[config.mk]
export PLATFORM = sky130hd
export DESIGN_NAME = mtimer_bank
export DESIGN_NICKNAME = d
export VERILOG_FILES = /design/src/rtl/mtimer_pkg.sv /design/src/rtl/mtimer_prescaler.sv /design/src/rtl/mtimer_bank.sv
export SDC_FILE = /design/constraint.sdc
export NUM_CORES = 1
export LEC_CHECK = 0
export CORE_ASPECT_RATIO = 0.7
export CORE_MARGIN = 2
export CORE_UTILIZATION = 23
export DETAILED_ROUTE_END_ITERATION = 7
export REMOVE_ABC_BUFFERS = 1
export SLEW_MARGIN = 20
export SYNTH_ARGS = -nofsm -noshare
export SYNTH_HDL_FRONTEND = slang
export SYNTH_SLANG_ARGS = --single-unit
[constraint.sdc]
create_clock -name clk_i -period 4.54 [get_ports clk_i]
set_input_delay 0.454 -clock clk_i [delete_from_list [all_inputs] [get_ports clk_i]]
set_output_delay 0.454 -clock clk_i [all_outputs]
set_load 0.02 [all_outputs]
[src/rtl/mtimer_pkg.sv]
// Shared constants for the machine timer bank: register offsets, CTRL field
// positions and the byte-enable merge used by every 64-bit register write.
package mtimer_pkg;

    localparam logic [15:0] MSIP_BASE     = 16'h0000;
    localparam logic [15:0] MTIMECMP_BASE = 16'h4000;
    localparam logic [15:0] CTRL_ADDR     = 16'hBFF0;
    localparam logic [15:0] MTIME_ADDR    = 16'hBFF8;

    // msip and mtimecmp each own a 16 KiB window selected by addr[15:14]
    localparam logic [15:0] REGION_MASK   = 16'hC000;

    localparam int unsigned CTRL_EN_BIT   = 0;
    localparam int unsigned CTRL_DIV_LSB  = 16;

    typedef enum logic [2:0] {
        REG_NONE,
        REG_MSIP,
        REG_MTIMECMP,
        REG_CTRL,
        REG_MTIME
    } reg_sel_e;

    function automatic logic [63:0] apply_be(input logic [63:0] old_val,
                                             input logic [63:0] new_val,
                                             input logic [7:0]  be);
        logic [63:0] res;
        for (int b = 0; b < 8; b++) begin
            res[8*b +: 8] = be[b] ? new_val[8*b +: 8] : old_val[8*b +: 8];
        end
        return res;
    endfunction

endpackage

[src/rtl/mtimer_prescaler.sv]
// Tick generator: counts 0..divider while enabled and pulses on the terminal
// value; testmode forces a tick every cycle without disturbing the count.
module mtimer_prescaler #(
    parameter int unsigned DIV_WIDTH = 16
) (
    input  logic                 clk_i,
    input  logic                 rst_ni,
    input  logic                 enable,
    input  logic [DIV_WIDTH-1:0] divider,
    input  logic                 clear,
    input  logic                 testmode,
    output logic                 tick
);

    logic [DIV_WIDTH-1:0] cnt_q;
    logic                 terminal;

    assign terminal = enable && (cnt_q == divider);
    assign tick     = testmode || terminal;

    // Counter holds while disabled; a CTRL write restarts the period from zero
    always_ff @(posedge clk_i or negedge rst_ni) begin
        if (!rst_ni) begin
            cnt_q <= '0;
        end else if (clear) begin
            cnt_q <= '0;
        end else if (terminal) begin
            cnt_q <= '0;
        end else if (enable) begin
            cnt_q <= cnt_q + 1'b1;
        end
    end

endmodule

[src/rtl/mtimer_bank.sv]
// Machine timer bank: shared 64-bit mtime with programmable prescaler,
// per-hart mtimecmp/msip, and a single-cycle-latency register port.
module mtimer_bank
    import mtimer_pkg::*;
#(
    parameter int unsigned NR_CORES  = 1,
    parameter int unsigned DIV_WIDTH = 16,
    parameter int unsigned RESET_DIV = 1
) (
    input  logic                clk_i,
    input  logic                rst_ni,
    input  logic                testmode_i,
    input  logic                req_i,
    input  logic                we_i,
    input  logic [15:0]         addr_i,
    input  logic [63:0]         wdata_i,
    input  logic [7:0]          be_i,
    output logic                gnt_o,
    output logic                rvalid_o,
    output logic [63:0]         rdata_o,
    output logic                err_o,
    output logic [NR_CORES-1:0] timer_irq_o,
    output logic [NR_CORES-1:0] ipi_o,
    output logic                tick_o
);

    localparam logic [11:0]          NR_CORES_W = 12'(NR_CORES);
    localparam logic [DIV_WIDTH-1:0] DIV_RESET  = DIV_WIDTH'(RESET_DIV);

    logic [63:0]          mtime_q;
    logic [63:0]          mtimecmp_q [NR_CORES];
    logic [NR_CORES-1:0]  msip_q;
    logic                 enable_q;
    logic [DIV_WIDTH-1:0] divider_q;
    logic [NR_CORES-1:0]  timer_irq_q;
    logic                 tick_q;
    logic                 rvalid_q;
    logic                 err_q;
    logic [63:0]          rdata_q;

    reg_sel_e    sel;
    logic [3:0]  hart_idx;
    logic        wr_en;
    logic        wr_mtime;
    logic        wr_cmp;
    logic        wr_msip;
    logic        wr_ctrl;
    logic        msip_lane_hi;
    logic        msip_be;
    logic        msip_bit;
    logic [63:0] ctrl_img;
    logic [63:0] ctrl_wr;
    logic [63:0] rd_data;
    logic        tick;
    logic        unused_ctrl_wr;

    // Address decode: exact match for CTRL/mtime, aligned per-hart windows otherwise
    always_comb begin
        sel      = REG_NONE;
        hart_idx = '0;
        if (addr_i == CTRL_ADDR) begin
            sel = REG_CTRL;
        end else if (addr_i == MTIME_ADDR) begin
            sel = REG_MTIME;
        end else if (((addr_i & REGION_MASK) == MSIP_BASE) && (addr_i[1:0] == 2'b00)
                     && (addr_i[13:2] < NR_CORES_W)) begin
            sel      = REG_MSIP;
            hart_idx = addr_i[5:2];
        end else if (((addr_i & REGION_MASK) == MTIMECMP_BASE) && (addr_i[2:0] == 3'b000)
                     && (addr_i[13:3] < NR_CORES_W[10:0])) begin
            sel      = REG_MTIMECMP;
            hart_idx = addr_i[6:3];
        end
    end

    assign wr_en    = req_i && we_i;
    assign wr_mtime = wr_en && (sel == REG_MTIME);
    assign wr_cmp   = wr_en && (sel == REG_MTIMECMP);
    assign wr_msip  = wr_en && (sel == REG_MSIP);
    assign wr_ctrl  = wr_en && (sel == REG_CTRL);

    // msip is 32 bits wide, so addr[2] picks which half of the bus carries it
    assign msip_lane_hi = addr_i[2];
    assign msip_be      = msip_lane_hi ? be_i[4]     : be_i[0];
    assign msip_bit     = msip_lane_hi ? wdata_i[32] : wdata_i[0];

    // CTRL as it appears on the bus, used for reads and as the base of byte-merged writes
    always_comb begin
        ctrl_img                              = '0;
        ctrl_img[CTRL_EN_BIT]                 = enable_q;
        ctrl_img[CTRL_DIV_LSB +: DIV_WIDTH]   = divider_q;
    end

    assign ctrl_wr        = apply_be(ctrl_img, wdata_i, be_i);
    assign unused_ctrl_wr = ^ctrl_wr;

    // Read mux, sampled from register state as it stands in the grant cycle
    always_comb begin
        rd_data = '0;
        case (sel)
            REG_MSIP: begin
                for (int h = 0; h < NR_CORES; h++) begin
                    if (hart_idx == 4'(h)) begin
                        rd_data = msip_lane_hi ? (64'(msip_q[h]) << 32) : 64'(msip_q[h]);
                    end
                end
            end
            REG_MTIMECMP: begin
                for (int h = 0; h < NR_CORES; h++) begin
                    if (hart_idx == 4'(h)) begin
                        rd_data = mtimecmp_q[h];
                    end
                end
            end
            REG_CTRL:  rd_data = ctrl_img;
            REG_MTIME: rd_data = mtime_q;
            default:   rd_data = '0;
        endcase
    end

    mtimer_prescaler #(
        .DIV_WIDTH (DIV_WIDTH)
    ) u_prescaler (
        .clk_i    (clk_i),
        .rst_ni   (rst_ni),
        .enable   (enable_q),
        .divider  (divider_q),
        .clear    (wr_ctrl),
        .testmode (testmode_i),
        .tick     (tick)
    );

    // mtime: a bus write takes priority and swallows a coincident tick
    always_ff @(posedge clk_i or negedge rst_ni) begin
        if (!rst_ni) begin
            mtime_q <= '0;
            tick_q  <= 1'b0;
        end else begin
            tick_q <= tick && !wr_mtime;
            if (wr_mtime) begin
                mtime_q <= apply_be(mtime_q, wdata_i, be_i);
            end else if (tick) begin
                mtime_q <= mtime_q + 64'd1;
            end
        end
    end

    // Per-hart compare registers
    always_ff @(posedge clk_i or negedge rst_ni) begin
        if (!rst_ni) begin
            for (int h = 0; h < NR_CORES; h++) begin
                mtimecmp_q[h] <= '1;
            end
        end else begin
            for (int h = 0; h < NR_CORES; h++) begin
                if (wr_cmp && (hart_idx == 4'(h))) begin
                    mtimecmp_q[h] <= apply_be(mtimecmp_q[h], wdata_i, be_i);
                end
            end
        end
    end

    // Per-hart software interrupt pending bits
    always_ff @(posedge clk_i or negedge rst_ni) begin
        if (!rst_ni) begin
            msip_q <= '0;
        end else begin
            for (int h = 0; h < NR_CORES; h++) begin
                if (wr_msip && msip_be && (hart_idx == 4'(h))) begin
                    msip_q[h] <= msip_bit;
                end
            end
        end
    end

    // Prescaler configuration
    always_ff @(posedge clk_i or negedge rst_ni) begin
        if (!rst_ni) begin
            enable_q  <= 1'b1;
            divider_q <= DIV_RESET;
        end else if (wr_ctrl) begin
            enable_q  <= ctrl_wr[CTRL_EN_BIT];
            divider_q <= ctrl_wr[CTRL_DIV_LSB +: DIV_WIDTH];
        end
    end

    // Timer interrupts follow the compare result with one cycle of delay
    always_ff @(posedge clk_i or negedge rst_ni) begin
        if (!rst_ni) begin
            timer_irq_q <= '0;
        end else begin
            for (int h = 0; h < NR_CORES; h++) begin
                timer_irq_q[h] <= (mtime_q >= mtimecmp_q[h]);
            end
        end
    end

    // Response channel: every grant gets exactly one response the next cycle
    always_ff @(posedge clk_i or negedge rst_ni) begin
        if (!rst_ni) begin
            rvalid_q <= 1'b0;
            err_q    <= 1'b0;
            rdata_q  <= '0;
        end else begin
            rvalid_q <= req_i;
            err_q    <= req_i && (sel == REG_NONE);
            rdata_q  <= (req_i && !we_i) ? rd_data : '0;
        end
    end

    assign gnt_o       = req_i;
    assign rvalid_o    = rvalid_q;
    assign err_o       = err_q;
    assign rdata_o     = rdata_q;
    assign timer_irq_o = timer_irq_q;
    assign ipi_o       = msip_q;
    assign tick_o      = tick_q;

endmodule
=== After elaboration in Yosys (flattened, before gate mapping) ===
Index checks and enable logic that the tools add are counted.

* Flip-flop bits (word level): 230
* Bits in latches: 0
* Bits in writable memories: 0
* Memory bits (read-only): 0
* Bits of input ports: 93
* Output and inout bits: 70
* Logic and storage cells: 120
* Memories: 0

* $add $sub $neg: 2
* Multipliers: 0
* Divide/modulo/power cells: 0
* Magnitude comparators: 3
* Equality and inequality tests: 16
* Shift operators: 0
* Mux-type cells: 28
* Bitwise gates (word level): 0
* Reductions and logical operators: 45

{| class="wikitable"
|+ Operators with widths
! operator !! count
|-
| 64-bit two-way mux || 4
|-
| 64-bit case mux with 4 select lines || 1
|-
| 33-bit two-way mux || 2
|-
| 64-bit by 1-bit adder with 64-bit output, second input constant || 1
|-
| 64-bit >= comparator || 1
|-
| 8-bit two-way mux || 8
|-
| 16-bit two-way mux || 3
|-
| 2-bit AND reduction || 19
|-
| 16-bit equality test, second input constant || 2
|-
| 16-bit by 1-bit adder with 16-bit output, second input constant || 1
|-
| 16-bit equality test || 1
|-
| 1-bit logical AND || 16
|-
| 16-bit logical NOT || 1
|-
| 4-bit two-way mux || 4
|-
| 2-bit inequality test, second input constant || 8
|-
| 12-bit by 1-bit < comparator with 1-bit output, second input constant || 1
|-
| 11-bit by 1-bit < comparator with 1-bit output, second input constant || 1
|-
| 3-bit two-way mux || 3
|-
| 3-bit by 2-bit equality test with 1-bit output, second input constant || 2
|-
| 3-bit logical NOT || 2
|-
| 4-bit logical NOT || 1
|-
| 3-bit by 1-bit equality test with 1-bit output, second input constant || 1
|-
| 3-bit equality test, second input constant || 1
|-
| 3-bit nonzero test || 1
|-
| other kinds (7) || 9
|}

=== Longest topological paths before layout ===
Gate-level depths: netlist (run 1).

* Depth after elaboration: 11
* Mapped depth: 10

=== Hierarchy ===
Synthesis (run 1) repeated with hierarchy kept, for this count alone.

* Cells, all modules: 1,270
* Area, all modules: 12,712.2 sq um

{| class="wikitable"
|+ By module, submodules not included
! module !! times used !! cells an instance !! area an instance (sq um) !! sequential area each (sq um)
|-
| mtimer_bank || 1 || 1,153 || 11,527.3 || 5,437.7
|-
| mtimer_prescaler || 1 || 117 || 1,184.9 || 400.4
|}

=== Worst setup path after synthesis (run 1) ===
No wires, ideal clock.

* Path kind: input port to flip-flop
* Start: in addr_i[1]
* End: reg mtime_q[49]
* Data arrival time: 2.444 ns
* Data required time: 4.411 ns
* Path slack: 1.967 ns
* Stages: 8
* Buffers on the path: 1
* Path through: or3_1 > or4_4 > o2111a_1 > a21oi_2 > buf_6 > nor2_2 > a311oi_1 > a21oi_1

* Longest elaborated chain between the ends: 11
* Elaborated cells between the ends (all ways): 18
* Classes of those cells: eq/ne: 4; mux: 5; reduce/logical: 9

{| class="wikitable"
|+ Ends and longest elaborated chain
! element !! RTL line !! source
|-
| from (decl) || mtimer_bank.sv:15 || <nowiki>input logic [15:0] addr_i,</nowiki>
|-
| 3-bit logical NOT || mtimer_bank.sv:69 || <nowiki>end else if (((addr_i & REGION_MASK) == MTIMECMP_BASE) && (addr_i[2:0] == 3'b000)</nowiki>
|-
| 1-bit logical AND || mtimer_bank.sv:69 ||
|-
| 1-bit logical AND || mtimer_bank.sv:70 || <nowiki>&& (addr_i[13:3] < NR_CORES_W[10:0])) begin</nowiki>
|-
| 2-bit two-way mux || mtimer_bank.sv:69 ||
|-
| 3-bit two-way mux || mtimer_bank.sv:65 || <nowiki>end else if (((addr_i & REGION_MASK) == MSIP_BASE) && (addr_i[1:0] == 2'b00)</nowiki>
|-
| 3-bit two-way mux || mtimer_bank.sv:63 || <nowiki>end else if (addr_i == MTIME_ADDR) begin</nowiki>
|-
| 3-bit two-way mux * || mtimer_bank.sv:61 || <nowiki>if (addr_i == CTRL_ADDR) begin</nowiki>
|-
| 3-bit equality test * || mtimer_bank.sv:77 || <nowiki>assign wr_mtime = wr_en && (sel == REG_MTIME);</nowiki>
|-
| 1-bit logical AND * || mtimer_bank.sv:77 ||
|-
| 2-bit inequality test (no line) or 2-bit nonzero test (tied branches) || -- ||
|-
| 2-bit AND reduction (no line) || -- ||
|-
| to (signal assigned) || mtimer_bank.sv:141 || <nowiki>mtime_q <= apply_be(mtime_q, wdata_i, be_i);</nowiki>
|-
| to (signal assigned) || mtimer_bank.sv:143 || <nowiki>mtime_q <= mtime_q + 64'd1;</nowiki>
|-
| to (decl) || mtimer_bank.sv:30 || <nowiki>logic [63:0] mtime_q;</nowiki>
|}

Mark *: on every way between the ends. The rest lies on a longest branch, timed or not.
A chain may end at the register's enable or synchronous reset.

=== Final worst setup path (run 1) ===
* Start: reg u_prescaler.cnt_q[12]
* End: reg mtime_q[4]

* Longest elaborated chain between the ends: 5

{| class="wikitable"
|+ Ends and longest elaborated chain
! element !! RTL line !! source
|-
| from (decl) || mtimer_prescaler.sv:15 || <nowiki>logic [DIV_WIDTH-1:0] cnt_q;</nowiki>
|-
| from (signal assigned) || mtimer_prescaler.sv:30 || <nowiki>cnt_q <= cnt_q + 1'b1;</nowiki>
|-
| 16-bit equality test || mtimer_prescaler.sv:18 || <nowiki>assign terminal = enable && (cnt_q == divider);</nowiki>
|-
| 1-bit logical AND || mtimer_prescaler.sv:18 ||
|-
| 1-bit logical OR || mtimer_prescaler.sv:19 || <nowiki>assign tick = testmode || terminal;</nowiki>
|-
| 2-bit nonzero test (no line) || -- ||
|-
| 2-bit AND reduction (no line) || -- ||
|}

Every way passes these cells.

==> flow_metrics.tcl, run 1 <==
set metrics [dict create \
    status "finished clean" \
    r2r_slack_ns 1.42 \
    ctsRootBufferMaster "clkbuf_16" \
    clkLatencyLatePin_ns 0.55 \
    cp_common_cell "a21oi_1" \
    area_growth_pct 25.2 \
    drt-total-wl_um 42300 \
    core_area_mm2 0.0550 \
    synthCells 1304 \
    drive_above_1_share_pct 16.0 \
    period_share_pct 68.7 \
    synth-async-reset-ratio_pct 100 \
    crit_start "u_prescaler.cnt_q[12]" \
    worst_pin_slew_ns 1.16 \
    place.gp.congestion 0.876 \
    crit_family "compound AO/OA/AOI/OAI gates" \
    hp-class "input pin to async pin" \
    use_met1_pct 22.1 \
    final_util_pct 29.0 \
    r2r_start "u_prescaler.cnt_q[12]" \
    path_cells "xnor2_1 > nand4_1 > nor3_1 > a21oi_1 > a21oi_1 > o21ai_0 > a22oi_1" \
    clock_skew_ns 0.0299 \
    power.density_mw_per_mm2 295 \
    finalSetupViolCount 0 \
    cts_buffers 23 \
    synth_top_area_share_pct 32.3 \
    ff2ff_path_depth 7 \
    max_freq_mhz 320 \
    worst_slack_ns 1.42 \
    grt_pass1_wl_um 65200 \
    wl_per_cell_um 19.1 \
    globalRouteMet3Util_pct 3.30 \
    clk_pin_slew_ns 0.06 \
    die-area_mm2 0.0572 \
    grt_overflow_total 0 \
    cp_slowest_cell "a21oi_1" \
    drt-initial-drc-count 788 \
    clock_sinks 230 \
    start_util_pct 23.1 \
    yosys_warnings 0 \
    synthTopCellsByCount "164 x dfrtp_1, 138 x nor2_1, 114 x a21oi_1" \
    ys_seq_area_share_pct 45.9 \
    synth_top_cell_by_area "dfrtp_1" \
    die_h_um 201 \
    synth_edf_count 0 \
    power_mw 4.70 \
    cp.required_ns 5.00 \
    grt_busiest_layer "met1" \
    grtUsageMet2_pct 21.1 \
    postCtsHoldBufs 1 \
    ys_top_cells_by_area "dfrtp_1 32%, dfstp_2 14%, mux2_2 7.3%" \
    avgSynthCellArea_um2 9.75 \
    final.setup.tns_ns 0 \
    fin_nets 1614 \
    synth_cell_type_count 75 \
    rsz0062_at_grt "false" \
    drv_cap 0 \
    end_kind "flip-flop" \
    route.detailed.drc 0 \
    cts_tree "done" \
    grt_start_max_net_pins 89 \
    rows 72 \
    dpl_cell_area_mm2 0.0152 \
    critPathKind "flip-flop to flip-flop" \
    cp_max_fo 13 \
    synth_area_mm2 0.0127 \
    h-tree-depth 1 \
    hpwl_um 32000 \
    crit_path_start_kind "flip-flop" \
    fin_area_mm2 0.0159 \
    firstDrtPassIters 7 \
    synth_ff_type "dfrtp_1" \
    peakVddDrop_mv 0.243 \
    synth.most_common_cell "dfrtp_1" \
    reg2reg_to "mtime_q[4]" \
    slew_headroom_pct 22.6 \
    clockBufferDepth 3 \
    vias 10800 \
    place_ws_ns 1.08 \
    pin_count 163 \
    io_buffers 162 \
    p_leak_nw 6.25 \
    post_cts_buffers 0 \
    cts-resized-gates 0 \
    worstPathArrival_ns 3.58 \
    finalCriticalPeriod_ns 3.12 \
    die_x_um 285 \
    grt_pass1_vias 10600 \
    grt_use_total_pct 14.6 \
    postRouteAntennaNets 0 \
    hold_viol_final 0 \
    vias_per_cell 4.90 \
    slew_violations 0 \
    crit_path_max_incr_delay_ns 0.83 \
    grt_antenna_before_repair 3 \
    ys_seq_elements 230 \
    cp_num_buf_inv 0 \
]
## registers in the layout (all words and copies together), names as in the netlist
signal and flops:
divider_q 16, enable_q 1, err_o 1, ipi_o 1, mtime_q 64, mtimecmp_q 64
rdata_o 64, rvalid_o 1, tick_o 1, timer_irq_o 1, u_prescaler.cnt_q 16
## per-layer routing
metal,routed length [um],vias to the layer above
met5,0,-
met4,586,0
met3,3370,35
met2,17900,403
met1,20500,5367
li1,-,5031
## stage by stage
step                instances  hold slack, ns
global route             2212           0.565
CTS                      2211           0.519
finish                   2212           0.525
detailed placement       2169           0.526
floorplan                1249           0.158
global placement         2169           0.515
## power by group
| group | internal (mW) | leakage, nW | switching [mW] |
|---|---|---|---|
| clock | 1.10 | 0.365 | 0.868 |
| sequential | 2.11 | 2.82 | 0.111 |
| combinational | 0.222 | 3.07 | 0.289 |
| total | 3.43 | 6.25 | 1.27 |
## kinds of logic (layout without fill, tap and decap cells)
| family | after synthesis | after routing | synth area share [%] |
|---|---|---|---|
| AOI/OAI and AO/OA | 325 | 325 | 16.3 |
| xor gates and xnor gates | 25 | 25 | 1.72 |
| adders and majority gates | 66 | 66 | 6.49 |
| buffers and inverters | 133 | 300 | 4.41 |
| DFF | 230 | 230 | 45.9 |
| muxes | 106 | 106 | 9.15 |
| other | 0 | 1 | 0 |
| and+or+nand+nor | 419 | 419 | 16.0 |
## placed cells by master (no fill, tap or decap), types with 10 or more instances in the layout
cell / netlist / final
xnor2_1: 14 / 14
nand4_1: 31 / 31
dfstp_2: 66 / 66
clkdlybuf4s50_1: 0 / 161
and3_1: 16 / 16
dfrtp_1: 164 / 164
o22ai_1: 17 / 17
nand2_1: 96 / 95
inv_1: 77 / 77
ha_1: 66 / 66
o21ai_0: 58 / 58
buf_4: 1 / 17
nor3_1: 27 / 27
xor2_1: 11 / 11
a22oi_1: 50 / 50
mux2i_1: 24 / 24
nor4_1: 12 / 12
clkbuf_16: 0 / 23
a21oi_1: 114 / 114
nor2_1: 138 / 137
nand3_1: 46 / 46
mux2_2: 82 / 82
a21o_1: 10 / 10
## worst max-delay path by stage
stage                                       end  slack, ns  depth (start not counted)
final                                mtime_q[4]       1.42                          7
after global routing                 mtime_q[2]       1.17                          7
after CTS                            mtime_q[4]       1.46                          7
after detailed placement  u_prescaler.cnt_q[15]       1.08                          7
after global placement    u_prescaler.cnt_q[15]       1.11                          7
after floorplan                      mtime_q[4]       0.74                          6
## layout make-up
class                           count  area (um^2)
Antenna cell                        1         2.50
Inverter                           78          293
Clock inverter                      9          101
Fill cell                        5825        39000
Tap cell                          740          926
Sequential cell                   230         5840
Multi-Input combinational cell    941         6330
Clock buffer                       32          639
Timing Repair Buffer              181         1780
No activity file was read; power rests on OpenSTA's default activity.
==> run 2, diff against run 1 <==
- clock period: 4.54 -> 2.7 ns (I/O delays scaled with it)
==> run 2 against run 1 <==
  * Setup slack worse by 1.3 ns
  * Sequential cell count is the same
  * Sequential power is 66% higher
  * Routed wire length grew 4.7%
  * Final cell count increased by 5.0%
  * Critical path depth is 3 higher
  * Fmax rose by 22%
==> flow_metrics.tcl, run 2 (synthesis gave the netlist of run 1 again) <==
set metrics [dict create \
    clk_pin_slew_ns 0.06 \
    finalSetupViolCount 0 \
    final_cell_mix "163 x dfrtp_1, 161 x clkdlybuf4s50_1, 137 x nor2_1" \
    hp-class "input pin to async pin" \
    cts_buffers 25 \
    clockBufferDepth 3 \
    ctsRootBufferMaster "clkbuf_16" \
    vias_per_cell 4.85 \
    path_cells "inv_1 > ha_1 > a21oi_1 > a21oi_1 > o211ai_1 > a31oi_1 > o2111a_1 > o41ai_2 > buf_4 > a31oi_1" \
    max_freq_mhz 389 \
    grt_overflow_total 0 \
    io_buffers 162 \
    cp.required_ns 3.14 \
    hpwl_um 33800 \
    area_growth_pct 33.5 \
    finalCriticalPeriod_ns 2.57 \
    start_util_pct 23.1 \
    grt_antenna_before_repair 1 \
    slew_violations 0 \
    hold_viol_final 0 \
    critPathKind "flip-flop to flip-flop" \
    fin_nets 1724 \
    drv_cap 0 \
    drt-initial-drc-count 956 \
    worst_slack_ns 0.132 \
    pin_count 163 \
    crit_path_max_incr_delay_ns 0.55 \
    grt_pass1_vias 11200 \
    core_area_mm2 0.0550 \
    wl_per_cell_um 19.1 \
    final_common_cell "dfrtp_1" \
    grt_use_total_pct 15.1 \
    fin_area_mm2 0.0170 \
    cp_max_fo 3 \
    diodes 0 \
    status "finished clean" \
    crit_start "mtimecmp_q[3]" \
    period_share_pct 95.1 \
    cts_tree "done" \
    drive_above_1_share_pct 22.7 \
    postRouteAntennaNets 0 \
    place.gp.congestion 0.921 \
    vias 11300 \
    dp.cells 2275 \
    peakVddDrop_mv 0.409 \
    worstPathArrival_ns 3.01 \
    clock_sinks 230 \
    end_kind "flip-flop" \
    clkLatencyLatePin_ns 0.55 \
    power.density_mw_per_mm2 484 \
    die_h_um 201 \
    die-area_mm2 0.0572 \
    clock_skew_ns 0.0101 \
    firstDrtPassIters 6 \
    p_leak_nw 6.88 \
    fin_cells 2323 \
    grt_pass1_wl_um 67800 \
    grt_start_max_net_pins 78 \
    h-tree-depth 1 \
    crit_path_start_kind "flip-flop" \
    place_ws_ns -0.347 \
    die_x_um 285 \
    drt-total-wl_um 44400 \
    worst_pin_slew_ns 0.723 \
    slew_headroom_pct 51.8 \
    rows 72 \
    dpl_cell_area_mm2 0.0161 \
    route.detailed.drc 0 \
    final_util_pct 30.9 \
    cp_slowest_cell "dfstp_2" \
    r2r_start "mtimecmp_q[3]" \
]
run 2: changes by cell type in the layout (fill, tap and decap cells not counted), sizes merged:
cell | before | now
buf | 19 | 127
inv | 78 | 77
clkinv | 6 | 11
diode | 1 | 0
clkinvlp | 1 | 2
clkbuf | 32 | 31
run 2: critical path, delay by kind of cell (launching register included):
family	cells	cell delay [ns]
buffers and inverters	2	0.23
adder cells (fa/ha/maj)	1	0.28
flip-flops	1	0.55
AO/OA/AOI/OAI	7	1.43
run 2: power by group:
part / switching [mW] / internal (mW)
combinational: 0.573 / 0.468
clock: 1.53 / 1.97
sequential: 0.127 / 3.55
run 2: through the flow:
step / power, mW / hold slack [ns] / setup TNS [ns]
floorplan: 4.16 / -0.0256 / -75.04
global placement: 4.73 / 0.306 / -20.64
detailed placement: 4.76 / 0.285 / -26.32
CTS: 8.30 / 0.337 / 0
global route: 8.59 / 0.366 / -0.0235
finish: 8.22 / 0.308 / 0
run 2: cell type report:
| type | instances | area, um^2 |
|---|---|---|
| fill | 5717 | 38000 |
| clock inverter | 14 | 125 |
| timing repair buffer | 289 | 2720 |
| tap | 740 | 926 |
| sequential | 230 | 5840 |
| clock buffer | 31 | 678 |
| inverter | 78 | 293 |
| multi-input combinational | 941 | 6400 |
run 2: repair_timing:
action                     4_1_cts  5_1_grt
hold buffers                     1        0
pin swaps                        0        4
setup buffers                    0        2
gates resized for setup          3       12
hold endpoints to repair        49        0
setup endpoints to repair        6       20
run 2: worst paths after layout:
check / end / slack, ns / depth (start not counted)
setup / recovery: timer_irq_o / 0.13 / 10
hold / removal: mtime_q[45] / 0.31 / 2
setup reg to reg: timer_irq_o / 0.13 / 10
hold reg to reg: divider_q[12] / 0.56 / 1
max in group asynchronous: mtimecmp_q[55] / 1.54 / 3
min in group clk_i: rvalid_o / 0.36 / 2
run 2: routing by layer:
| metal | routed length, um | track usage, % |
|---|---|---|
| met4 | 525 | 1.94 |
| met3 | 3670 | 4.19 |
| met2 | 19200 | 22.6 |
| met5 | 0 | 0 |
| met1 | 21000 | 22.1 |
==> run 3, diff against run 2 <==
- CORE_MARGIN: 2 -> default
==> run 3 against run 2 <==
  * Fmax decreased by 0.68%
  * Die area decreased by 1.7%
  * Routed wire length fell by 2.1%
  * Critical path type unchanged
==> flow_metrics.tcl, run 3 (synthesis gave the netlist of run 1 again) <==
set metrics [dict create \
    slew_headroom_pct 60.9 \
    dp.cells 2275 \
    drive_above_1_share_pct 23.1 \
    timing.hold.ws_ns 0.276 \
    pin_count 163 \
    route.detailed.drc 0 \
    cts_tree "done" \
    grt_start_max_net_pins 68 \
    cts_buffers 24 \
    p_leak_nw 6.93 \
    rows 71 \
    cp_max_fo 3 \
    fin_nets 1731 \
    postRouteAntennaNets 0 \
    clock_skew_ns 0.0235 \
    drt-total-wl_um 43400 \
    wl_per_cell_um 18.7 \
    hp-class "input pin to async pin" \
    fin_cells 2322 \
    firstDrtPassIters 5 \
    vias_per_cell 4.86 \
    vias 11300 \
    period_share_pct 95.8 \
    power.density_mw_per_mm2 497 \
    grt_pass1_wl_um 67000 \
    grt_overflow_total 0 \
    worstPathArrival_ns 2.99 \
    max_freq_mhz 387 \
    clkLatencyLatePin_ns 0.55 \
    drt-initial-drc-count 1039 \
    hpwl_um 33600 \
    die_x_um 283 \
    clock_sinks 230 \
    peakVddDrop_mv 0.343 \
    power_mw 8.47 \
    crit_path_start_kind "flip-flop" \
    core_area_mm2 0.0542 \
    final_common_cell "dfrtp_1" \
    io_buffers 162 \
    grt_use_total_pct 15.3 \
    clockBufferDepth 3 \
    ctsRootBufferMaster "clkbuf_16" \
    die_h_um 199 \
    critPathKind "flip-flop to flip-flop" \
    cp.required_ns 3.11 \
    hold_viol_final 0 \
    worst_pin_slew_ns 0.582 \
    finalSetupViolCount 0 \
    post_cts_buffers 0 \
    grt_pass1_vias 11200 \
    drv_cap 0 \
    slew_violations 0 \
    die-area_mm2 0.0563 \
    h-tree-depth 1 \
    final_cell_mix "164 x dfrtp_1, 160 x clkdlybuf4s50_1, 137 x nor2_1" \
    place.gp.congestion 0.904 \
    end_kind "flip-flop" \
    rsz0062_at_grt "true" \
    clk_pin_slew_ns 0.07 \
    start_util_pct 23.5 \
    finalCriticalPeriod_ns 2.59 \
    area_growth_pct 34.1 \
    status "finished clean" \
    grt_antenna_before_repair 3 \
]
[run 3: area by class of cell]
class | instances | area (um^2)
Fill cell | 5630 | 37100
Multi-Input combinational cell | 941 | 6370
Sequential cell | 230 | 5840
Timing Repair Buffer | 297 | 2760
Tap cell | 730 | 913
Clock buffer | 31 | 678
Inverter | 78 | 293
Clock inverter | 13 | 193
Antenna cell | 2 | 5.00
[run 3: worst max-delay path, stage by stage, from the launching register on]
cell and delay [ns]:
dfstp_2 0.54, inv_1 0.04, ha_1 0.29, a2111oi_2 0.36, o21ai_1 0.15, a31o_2 0.26, a21oi_2 0.18, o211ai_1 0.19
buf_4 0.19, nor2_1 0.12, a31oi_1 0.12
[run 3: final timing paths]
kind	start	to	slack (ns)	cells past startpoint
min reg2reg	divider_q[5]	divider_q[5]	0.57	1
max	mtimecmp_q[59]	timer_irq_o	0.11	10
max reg2reg	mtimecmp_q[59]	timer_irq_o	0.11	10
min in group clk_i	wdata_i[53]	mtime_q[53]	0.35	3
max in group asynchronous	rst_ni	mtimecmp_q[14]	1.57	3
min	rst_ni	rdata_o[33]	0.28	2
[run 3: stage by stage]
stage	setup TNS (ns)	setup slack, ns	area [um^2]	utilization (%)
6_report	0	0.115	17100	31.5
5_1_grt	-0.0284	-0.0284	17100	31.5
4_1_cts	0	0.00568	17000	31.4
3_5_place_dp	-56.51	-0.496	16100	29.8
3_3_place_gp	-43.44	-0.461	16100	29.8
2_1_floorplan	-75.04	-0.911	12500	-
[run 3: per-layer routing]
metal	part of all wire (%)	up-vias	track usage (%)
li1	-	5270	-
met1	48	5568	22.3
met2	42	396	22.1
met3	8.0	47	4.15
met4	2.0	2	3.70
met5	0.030	-	0
[run 3: where the power goes]
group / leakage [nW] / internal, mW / total, mW / switching, mW
Clock: 0.431 / 2.25 / 3.77 / 1.52
Sequential: 2.82 / 3.55 / 3.68 / 0.127
Combinational: 3.68 / 0.467 / 1.03 / 0.561
Total: 6.93 / 6.27 / 8.47 / 2.21
[run 3: repair_timing]
| item | CTS | global route |
|---|---|---|
| endpoints found under the setup margin | 1 | 18 |
| hold endpoints to repair | 47 | 0 |
| gates resized for setup | 3 | 10 |
| hold buffers | 1 | 0 |
| pin swaps | 2 | 1 |
